[src/rtl/simple_pkg.sv]
// Shared definitions for the SIMPLE core pipeline: state encoding for the
// memory stage, datapath widths and the memWrite request codes used by p3.
package simple_pkg;

    localparam int DATA_W = 16;
    localparam int REG_W  = 3;

    // Memory request codes, same encoding p3 drives on its memWrite field
    localparam logic [1:0] MEM_NONE  = 2'd0;
    localparam logic [1:0] MEM_READ  = 2'd1;
    localparam logic [1:0] MEM_WRITE = 2'd2;

    typedef enum logic {
        IDLE   = 1'b0,
        ACCESS = 1'b1
    } p4_state_t;

endpackage

[src/rtl/p4_mem_if.sv]
// Data-memory port of the p4 stage: request (address, write data, strobes)
// out of the stage, completion (read data, ready) back into it.
interface p4_mem_if;
    import simple_pkg::*;

    logic [DATA_W-1:0] memAddr;
    logic [DATA_W-1:0] memWdata;
    logic              memRead;
    logic              memWrite;
    logic [DATA_W-1:0] memRdata;
    logic              memReady;

    modport master (
        output memAddr, memWdata, memRead, memWrite,
        input  memRdata, memReady
    );

    modport slave (
        input  memAddr, memWdata, memRead, memWrite,
        output memRdata, memReady
    );

endinterface

[src/rtl/p4_mem.sv]
// SIMPLE core stage 4: data-memory access with a ready handshake and a
// timeout abort, producing the register-file write-back triple and the
// upstream stall while an access is outstanding.
module p4_mem
    import simple_pkg::*;
#(
    parameter int TIMEOUT = 15,
    parameter int CNT_W   = 8
) (
    input  logic              clk,
    input  logic              rst_n,
    input  logic [DATA_W-1:0] aluOutput,
    input  logic              writeRegp3,
    input  logic [REG_W-1:0]  regAddressp3,
    input  logic [DATA_W-1:0] Address,
    input  logic [DATA_W-1:0] storeData,
    input  logic              readEnable,
    input  logic              writeEnable,
    p4_mem_if.master          mem,
    output logic              stall,
    output logic              memError,
    output logic              writeRegp4,
    output logic [REG_W-1:0]  regAddressp4,
    output logic [DATA_W-1:0] writeDatap4
);

    localparam logic [CNT_W-1:0] CNT_LAST = CNT_W'(TIMEOUT - 1);

    p4_state_t         state_q, state_d;
    logic [DATA_W-1:0] addr_q;
    logic [DATA_W-1:0] wdata_q;
    logic [REG_W-1:0]  reg_q;
    logic [1:0]        type_q;
    logic [CNT_W-1:0]  cnt_q;

    logic accept, done, abort;
    logic [1:0] req_code;

    // A simultaneous read+write request is demoted to a read
    assign req_code = readEnable ? MEM_READ : MEM_WRITE;

    // State register; reset drops any outstanding access at once
    always_ff @(posedge clk or negedge rst_n) begin
        if (!rst_n) state_q <= IDLE;
        else        state_q <= state_d;
    end

    // Next state and memory-port outputs; ready beats timeout on the same edge
    always_comb begin
        state_d      = state_q;
        accept       = 1'b0;
        done         = 1'b0;
        abort        = 1'b0;
        stall        = 1'b0;
        mem.memRead  = 1'b0;
        mem.memWrite = 1'b0;
        mem.memAddr  = '0;
        mem.memWdata = '0;
        case (state_q)
            IDLE: begin
                if (readEnable || writeEnable) begin
                    accept  = 1'b1;
                    state_d = ACCESS;
                end
            end
            ACCESS: begin
                stall        = 1'b1;
                mem.memRead  = (type_q == MEM_READ);
                mem.memWrite = (type_q == MEM_WRITE);
                mem.memAddr  = addr_q;
                mem.memWdata = wdata_q;
                if (mem.memReady) begin
                    done    = 1'b1;
                    state_d = IDLE;
                end else if (cnt_q == CNT_LAST) begin
                    abort   = 1'b1;
                    state_d = IDLE;
                end
            end
            default: state_d = IDLE;
        endcase
    end

    // Holding registers, timeout counter and write-back outputs
    always_ff @(posedge clk or negedge rst_n) begin
        if (!rst_n) begin
            addr_q       <= '0;
            wdata_q      <= '0;
            reg_q        <= '0;
            type_q       <= MEM_NONE;
            cnt_q        <= '0;
            memError     <= 1'b0;
            writeRegp4   <= 1'b0;
            regAddressp4 <= '0;
            writeDatap4  <= '0;
        end else begin
            memError <= 1'b0;
            if (accept) begin
                addr_q     <= Address;
                wdata_q    <= storeData;
                reg_q      <= regAddressp3;
                type_q     <= req_code;
                cnt_q      <= '0;
                writeRegp4 <= 1'b0;
                memError   <= readEnable & writeEnable;
            end else if (state_q == IDLE) begin
                // ALU op: one-cycle passthrough; data only moves with a write
                writeRegp4   <= writeRegp3;
                regAddressp4 <= regAddressp3;
                if (writeRegp3) writeDatap4 <= aluOutput;
            end else if (done) begin
                if (type_q == MEM_READ) begin
                    writeDatap4  <= mem.memRdata;
                    writeRegp4   <= 1'b1;
                    regAddressp4 <= reg_q;
                end else begin
                    writeRegp4 <= 1'b0;
                end
            end else begin
                writeRegp4 <= 1'b0;
                cnt_q      <= cnt_q + 1'b1;
                if (abort) memError <= 1'b1;
            end
        end
    end

endmodule

[src/flat_wrapper.sv]
// flat-port wrapper written by rule: the top's interface ports become plain ports
module p4_mem_flat import simple_pkg::*;
#(
    parameter int TIMEOUT = 15,
    parameter int CNT_W   = 8
)
  (clk, rst_n, aluOutput, writeRegp3, regAddressp3, Address, storeData, readEnable, writeEnable, stall, memError, writeRegp4, regAddressp4, writeDatap4, mem_memAddr, mem_memWdata, mem_memRead, mem_memWrite, mem_memRdata, mem_memReady);
  p4_mem_if mem_i ();
  input  logic clk;
  input  logic rst_n;
  input  logic [DATA_W-1:0] aluOutput;
  input  logic writeRegp3;
  input  logic [REG_W-1:0] regAddressp3;
  input  logic [DATA_W-1:0] Address;
  input  logic [DATA_W-1:0] storeData;
  input  logic readEnable;
  input  logic writeEnable;
  output logic stall;
  output logic memError;
  output logic writeRegp4;
  output logic [REG_W-1:0] regAddressp4;
  output logic [DATA_W-1:0] writeDatap4;
  output wire logic [$bits(mem_i.memAddr)-1:0] mem_memAddr;
  output wire logic [$bits(mem_i.memWdata)-1:0] mem_memWdata;
  output wire logic [$bits(mem_i.memRead)-1:0] mem_memRead;
  output wire logic [$bits(mem_i.memWrite)-1:0] mem_memWrite;
  input wire logic [$bits(mem_i.memRdata)-1:0] mem_memRdata;
  input wire logic [$bits(mem_i.memReady)-1:0] mem_memReady;
  assign mem_memAddr = mem_i.memAddr;
  assign mem_memWdata = mem_i.memWdata;
  assign mem_memRead = mem_i.memRead;
  assign mem_memWrite = mem_i.memWrite;
  assign mem_i.memRdata = mem_memRdata;
  assign mem_i.memReady = mem_memReady;
  p4_mem #(.TIMEOUT(TIMEOUT), .CNT_W(CNT_W)) u_core (.clk(clk), .rst_n(rst_n), .aluOutput(aluOutput), .writeRegp3(writeRegp3), .regAddressp3(regAddressp3), .Address(Address), .storeData(storeData), .readEnable(readEnable), .writeEnable(writeEnable), .mem(mem_i), .stall(stall), .memError(memError), .writeRegp4(writeRegp4), .regAddressp4(regAddressp4), .writeDatap4(writeDatap4));
endmodule
[config.mk]
export PLATFORM = sky130hd
export DESIGN_NAME = p4_mem_flat
export DESIGN_NICKNAME = d
export VERILOG_FILES = /design/src/rtl/simple_pkg.sv /design/src/rtl/p4_mem_if.sv /design/src/rtl/p4_mem.sv /design/src/flat_wrapper.sv
export SDC_FILE = /design/constraint.sdc
export NUM_CORES = 1
export LEC_CHECK = 0
export BUFFER_PORTS_ARGS = -buffer_cell sky130_fd_sc_hd__buf_2
export CORE_MARGIN = 5
export CORE_UTILIZATION = 49
export CTS_BUF_LIST = sky130_fd_sc_hd__clkbuf_8
export DETAILED_ROUTE_END_ITERATION = 10
export HOLD_SLACK_MARGIN = 0.05
export PLACE_DENSITY = 0.81
export SLEW_MARGIN = 20
export SYNTH_ARGS = -nofsm -noshare
export SYNTH_HDL_FRONTEND = slang
export SYNTH_SLANG_ARGS = --single-unit
[constraint.sdc]
create_clock -name clk -period 2.1 [get_ports clk]
set_input_delay 0.42 -clock clk [delete_from_list [all_inputs] [get_ports clk]]
set_output_delay 0.42 -clock clk [all_outputs]
set_load 0.005 [all_outputs]
; ---- Word-level counts from Yosys, hierarchy flattened
; Index checks and enable logic that the tools add are counted.
[totals]
wordCells = 60
regBits = 67
inputBits = 73
output_inout_bits = 56
[op_classes]
eq_ne = 6
bitwise = 3
muxes = 34
n_reduce_logical = 6
addsub = 1
[ops]
columns = cell, n
row1 = 16-bit 2-to-1 mux, 6
row2 = 8-bit 2-to-1 mux, 3
row3 = 1-bit 2-to-1 mux, 20
row4 = 3-bit 2-to-1 mux, 3
row5 = 8-bit by 1-bit adder with 8-bit output (second input constant), 1
row6 = 8-bit by 4-bit == test with 1-bit output (second input constant), 1
row7 = 2-bit inequality test (second input constant), 2
row8 = 4-bit AND reduction, 1
row9 = 2-bit nonzero test, 2
row10 = 3-bit AND reduction, 1
row11 = 2-bit by 1-bit == test with 1-bit output (second input constant), 1
row12 = 2-bit == test (second input constant), 1
row13 = 2-bit 2-to-1 mux, 1
row14 = 2-bit by 1-bit inequality test with 1-bit output (second input constant), 1
row15 = 1-bit NOT, 2
row16 = 1-bit case mux with 2 select lines, 1
row17 = 2-bit AND reduction, 1
row18 = 1-bit bitwise AND, 1
row19 = 1-bit logical OR, 1

; ---- Logic depth before layout (Yosys ltp)
[depth]
depth_word = 8
mapped_depth = 6
depth_no_buf = 5

; ---- Least setup slack after synthesis
; No wires, ideal clock.
[synth_path]
kind = register to register
startpoint = register u_core.state_q
endpoint = register u_core.writeDatap4[11]
setup_time_ns = 0.123
required_time_ns = 1.977
arrival_ns = 1.484
synth_period_minus_slack_ns = 1.607
n_path_buf = 3
stages_incl_launch_ff = 7
slack_ns = 0.493
cell_sequence = dfrtp_1 buf_6 or4b_4 buf_6 buf_8 o22ai_2 a21oi_1
[synth_between]
elab_chain_cells = 3
[synth_rtl]
columns = element, line
row1 = from (decl), p4_mem.sv:29  ; p4_state_t state_q, state_d;
row2 = from (signal assigned), p4_mem.sv:45  ; else state_q <= state_d;
row3 = 1-bit 2-to-1 mux, p4_mem.sv:59  ; case (state_q)
row4 = 2-bit inequality test (no source line) or 1-bit NOT (tied branches), n/a
row5 = 4-bit AND reduction (no source line), n/a
row6 = to (signal assigned), p4_mem.sv:110  ; if (writeRegp3) writeDatap4 <= aluOutput;
row7 = to (signal assigned), p4_mem.sv:113  ; writeDatap4 <= mem.memRdata;
row8 = to (decl), p4_mem.sv:24  ; output logic [DATA_W-1:0] writeDatap4
; Several ways; a longest one is shown, not always the timed one.
; A chain may end at the register's enable or synchronous reset.

; ---- Worst setup path after layout
[layout_path]
startpoint = register u_core.state_q
endpoint = output port mem_memAddr[14]
[layout_between]
elab_chain_cells = 1
[layout_rtl]
columns = element, line
row1 = 16-bit 2-to-1 mux, p4_mem.sv:59
row2 = to (decl), flat_wrapper.sv:23  ; output wire logic [$bits(mem_i.memAddr)-1:0] mem_memAddr;
; No other way between the ends.

==> results.py <==
metrics = {
    "worst_setup_path": {
        "endpoint_kind": "output pin",
        "crit_type": "flip-flop to output pin",
        "reg2reg_from": "u_core.state_q",
        "cp_max_fo": 27,
        "crit_arrival_ns": 1.42,
        "worstSetupStartpointType": "flip-flop",
        "critical_path_required_ns": 1.68,
        "worstReg2RegEnd": "u_core.cnt_q[5]",
        "r2r_slack_ns": 0.43,
        "r2r_cells": 4,
    },
    "synthesis": {
        "synthArstFlopShare": 1.00,
        "avgSynthCellArea_um2": 11.9,
        "ys_ff_latch": 67,
        "synth_edf_count": 0,
        "yosys_warnings": 0,
        "synth_cell_types": 35,
        "synth_flop_cell": "dfrtp_1",
        "synthCells": 262,
        "synth.yosys.seq_area_share": 0.540,
        "syn_area_um2": 3110,
        "syn_nets": 337,
    },
    "cts": {
        "clockBufferDepth": 2,
        "cts_tree": "done",
        "cts_setup_buffers": 0,
        "hold_buffers": 0,
        "cts_root_buf": "clkbuf_8",
        "cts_resized": 0,
        "path_clk_slew_ns": 0.08,
        "clk_latency_ns": 0.34,
        "cts_buffers": 9,
        "htree_levels": 3,
        "cts.sinks": 67,
    },
    "drt": {
        "route.met3.wl_um": 614,
        "final_antenna_net_count": 0,
        "drt_first_pass_iters": 4,
        "wl_per_cell_um": 14.9,
        "post-route-drc-count": 0,
        "dr_wl_met2_um": 3710,
        "route.vias.total": 2421,
        "maxUsedRoutingLayer": "met5",
        "vias_per_cell": 5.11,
        "drt_iter0_drc": 72,
        "routed_wirelength_um": 7080,
        "wl_met1_um": 2640,
    },
    "sta": {
        "maxSlewViolCount": 0,
        "tns_ns": 0,
        "hold_viol": 0,
        "period_share": 0.878,
        "worstMarginPinSlew_ns": 0.558,
        "period_needed_ns": 1.84,
        "skew_ns": 0.0113,
        "worst_slack_ns": 0.257,
        "slew_headroom": 0.628,
        "max_freq_mhz": 543,
        "rsz0062_at_grt": "no",
        "setup_violations": 0,
    },
    "placement": {
        "place_hpwl_um": 5350,
        "gp_congestion": 0.824,
        "post-place-ws_ns": 0.428,
        "numPortBuffers": 128,
    },
    "power": {
        "p_per_area_nw_per_um2": 1160,
        "finalPower_w": 0.00469,
        "peakVddDrop_mv": 0.747,
        "leakage_nw": 2.01,
    },
    "global_route": {
        "antenna_found_initial": 2,
        "grt_pass1_wl_um": 10700,
        "grt_pass1_vias": 2386,
        "grt_usage": 0.175,
        "grt_max_degree": 44,
        "gr-total-overflow": 0,
    },
    "floorplanning": {
        "rows": 29,
        "start_util": 0.498,
        "pin_count": 129,
        "core_um2": 6240,
        "dieHeight_um": 89.6,
        "die_area_um2": 8030,
        "chipWidth_um": 89.6,
    },
    "layout": {
        "final_cell_mix": "buf_2, dfrtp_1, mux2_2",
        "fin_util": 0.651,
        "drive_gt1_frac": 0.508,
        "layout_commonest_cell": "buf_2",
        "fill_cells": 525,
        "syn_to_final_growth_pct": 30.8,
        "fin_nets": 466,
    },
    "run": {
        "cap_violations": 0,
    },
    "min_path": {
        "hp-class": "primary input to async pin",
    },
    "outcome": {
        "status": "finished clean",
    },
}
## cells in the mapped netlist, types with 3 or more instances
master,instances,share of area
a21oi_1,19,0.031
and2_1,33,0.066
buf_2,7,0.011
buf_6,3,0.011
clkbuf_1,5,0.0060
dfrtp_1,67,0.54
inv_1,19,0.023
mux2_2,36,0.13
mux2i_1,4,0.013
nand2_1,6,0.0073
nand3_1,8,0.013
nand4b_1,3,0.0085
nor2_1,4,0.0048
o21ai_0,10,0.016
o22ai_1,5,0.010
o22ai_2,10,0.040
## power breakdown
group	switching, W	internal, W	total [W]
clock	0.000487	0.000700	0.00119
sequential	0.000250	0.00175	0.00200
combinational	0.000678	0.000831	0.00151
total	0.00141	0.00328	0.00469
## critical path, cell delays in order (launching register included)
cell,delay (ns)
dfrtp_1,0.49
buf_4,0.31
and2_1,0.18
buf_2,0.11
## state kept, by name, summed over array words and instances (netlist names)
register / cells
u_core.addr_q: 16
u_core.wdata_q: 16
u_core.writeDatap4: 16
u_core.cnt_q: 8
u_core.regAddressp4: 3
u_core.reg_q: 3
u_core.type_q: 2
u_core.memError: 1
u_core.state_q: 1
u_core.writeRegp4: 1
## metrics by stage
step	std cells	hold WS (ns)	area, um^2
2_1_floorplan	262	0.124	3110
3_3_place_gp	457	0.435	3830
3_5_place_dp	457	0.440	3830
4_1_cts	473	0.0645	4060
5_1_grt	474	0.0957	4060
6_report	474	0.0593	4060
## logic make-up (layout without fill, tap and decap cells)
logic type                 Yosys count  in the layout  synth area share
DFF                                 67             67             0.540
and+or+nand+nor                     67             67             0.133
AOI/OAI and AO/OA                   50             50             0.117
muxes                               40             40             0.143
buffers and inverters               35            169            0.0560
adders and majority gates            2              2           0.00806
xor gates and xnor gates             1              1           0.00282
other                                0              1                 0
## metal layers
layer  GRT usage  vias up
met2       0.305       81
met5           0        -
met4      0.0785        2
li1            -     1172
met3      0.0484       11
met1       0.198     1155
## final cells by class
type | count | area [um^2] | share of cell area
Antenna cell | 1 | 2.50 | 0.000616
Clock buffer | 10 | 138 | 0.0339
Clock inverter | 6 | 88.8 | 0.0219
Inverter | 19 | 71.3 | 0.0176
Multi-Input combinational cell | 160 | 1270 | 0.312
Sequential cell | 67 | 1680 | 0.413
Tap cell | 77 | 96.3 | 0.0237
Timing Repair Buffer | 134 | 723 | 0.178
## worst max-delay path by stage
stage | startpoint | endpoint | slack (ns)
2_1_floorplan | u_core.state_q | u_core.writeDatap4[11] | 0.49
3_3_place_gp | mem_memReady | u_core.writeDatap4[5] | 0.48
3_5_place_dp | u_core.state_q | u_core.cnt_q[5] | 0.43
4_1_cts | u_core.state_q | mem_memAddr[14] | 0.22
5_1_grt | u_core.state_q | mem_memAddr[12] | 0.14
6_report | u_core.state_q | mem_memAddr[14] | 0.26
Power figures use the tool's default switching activity.
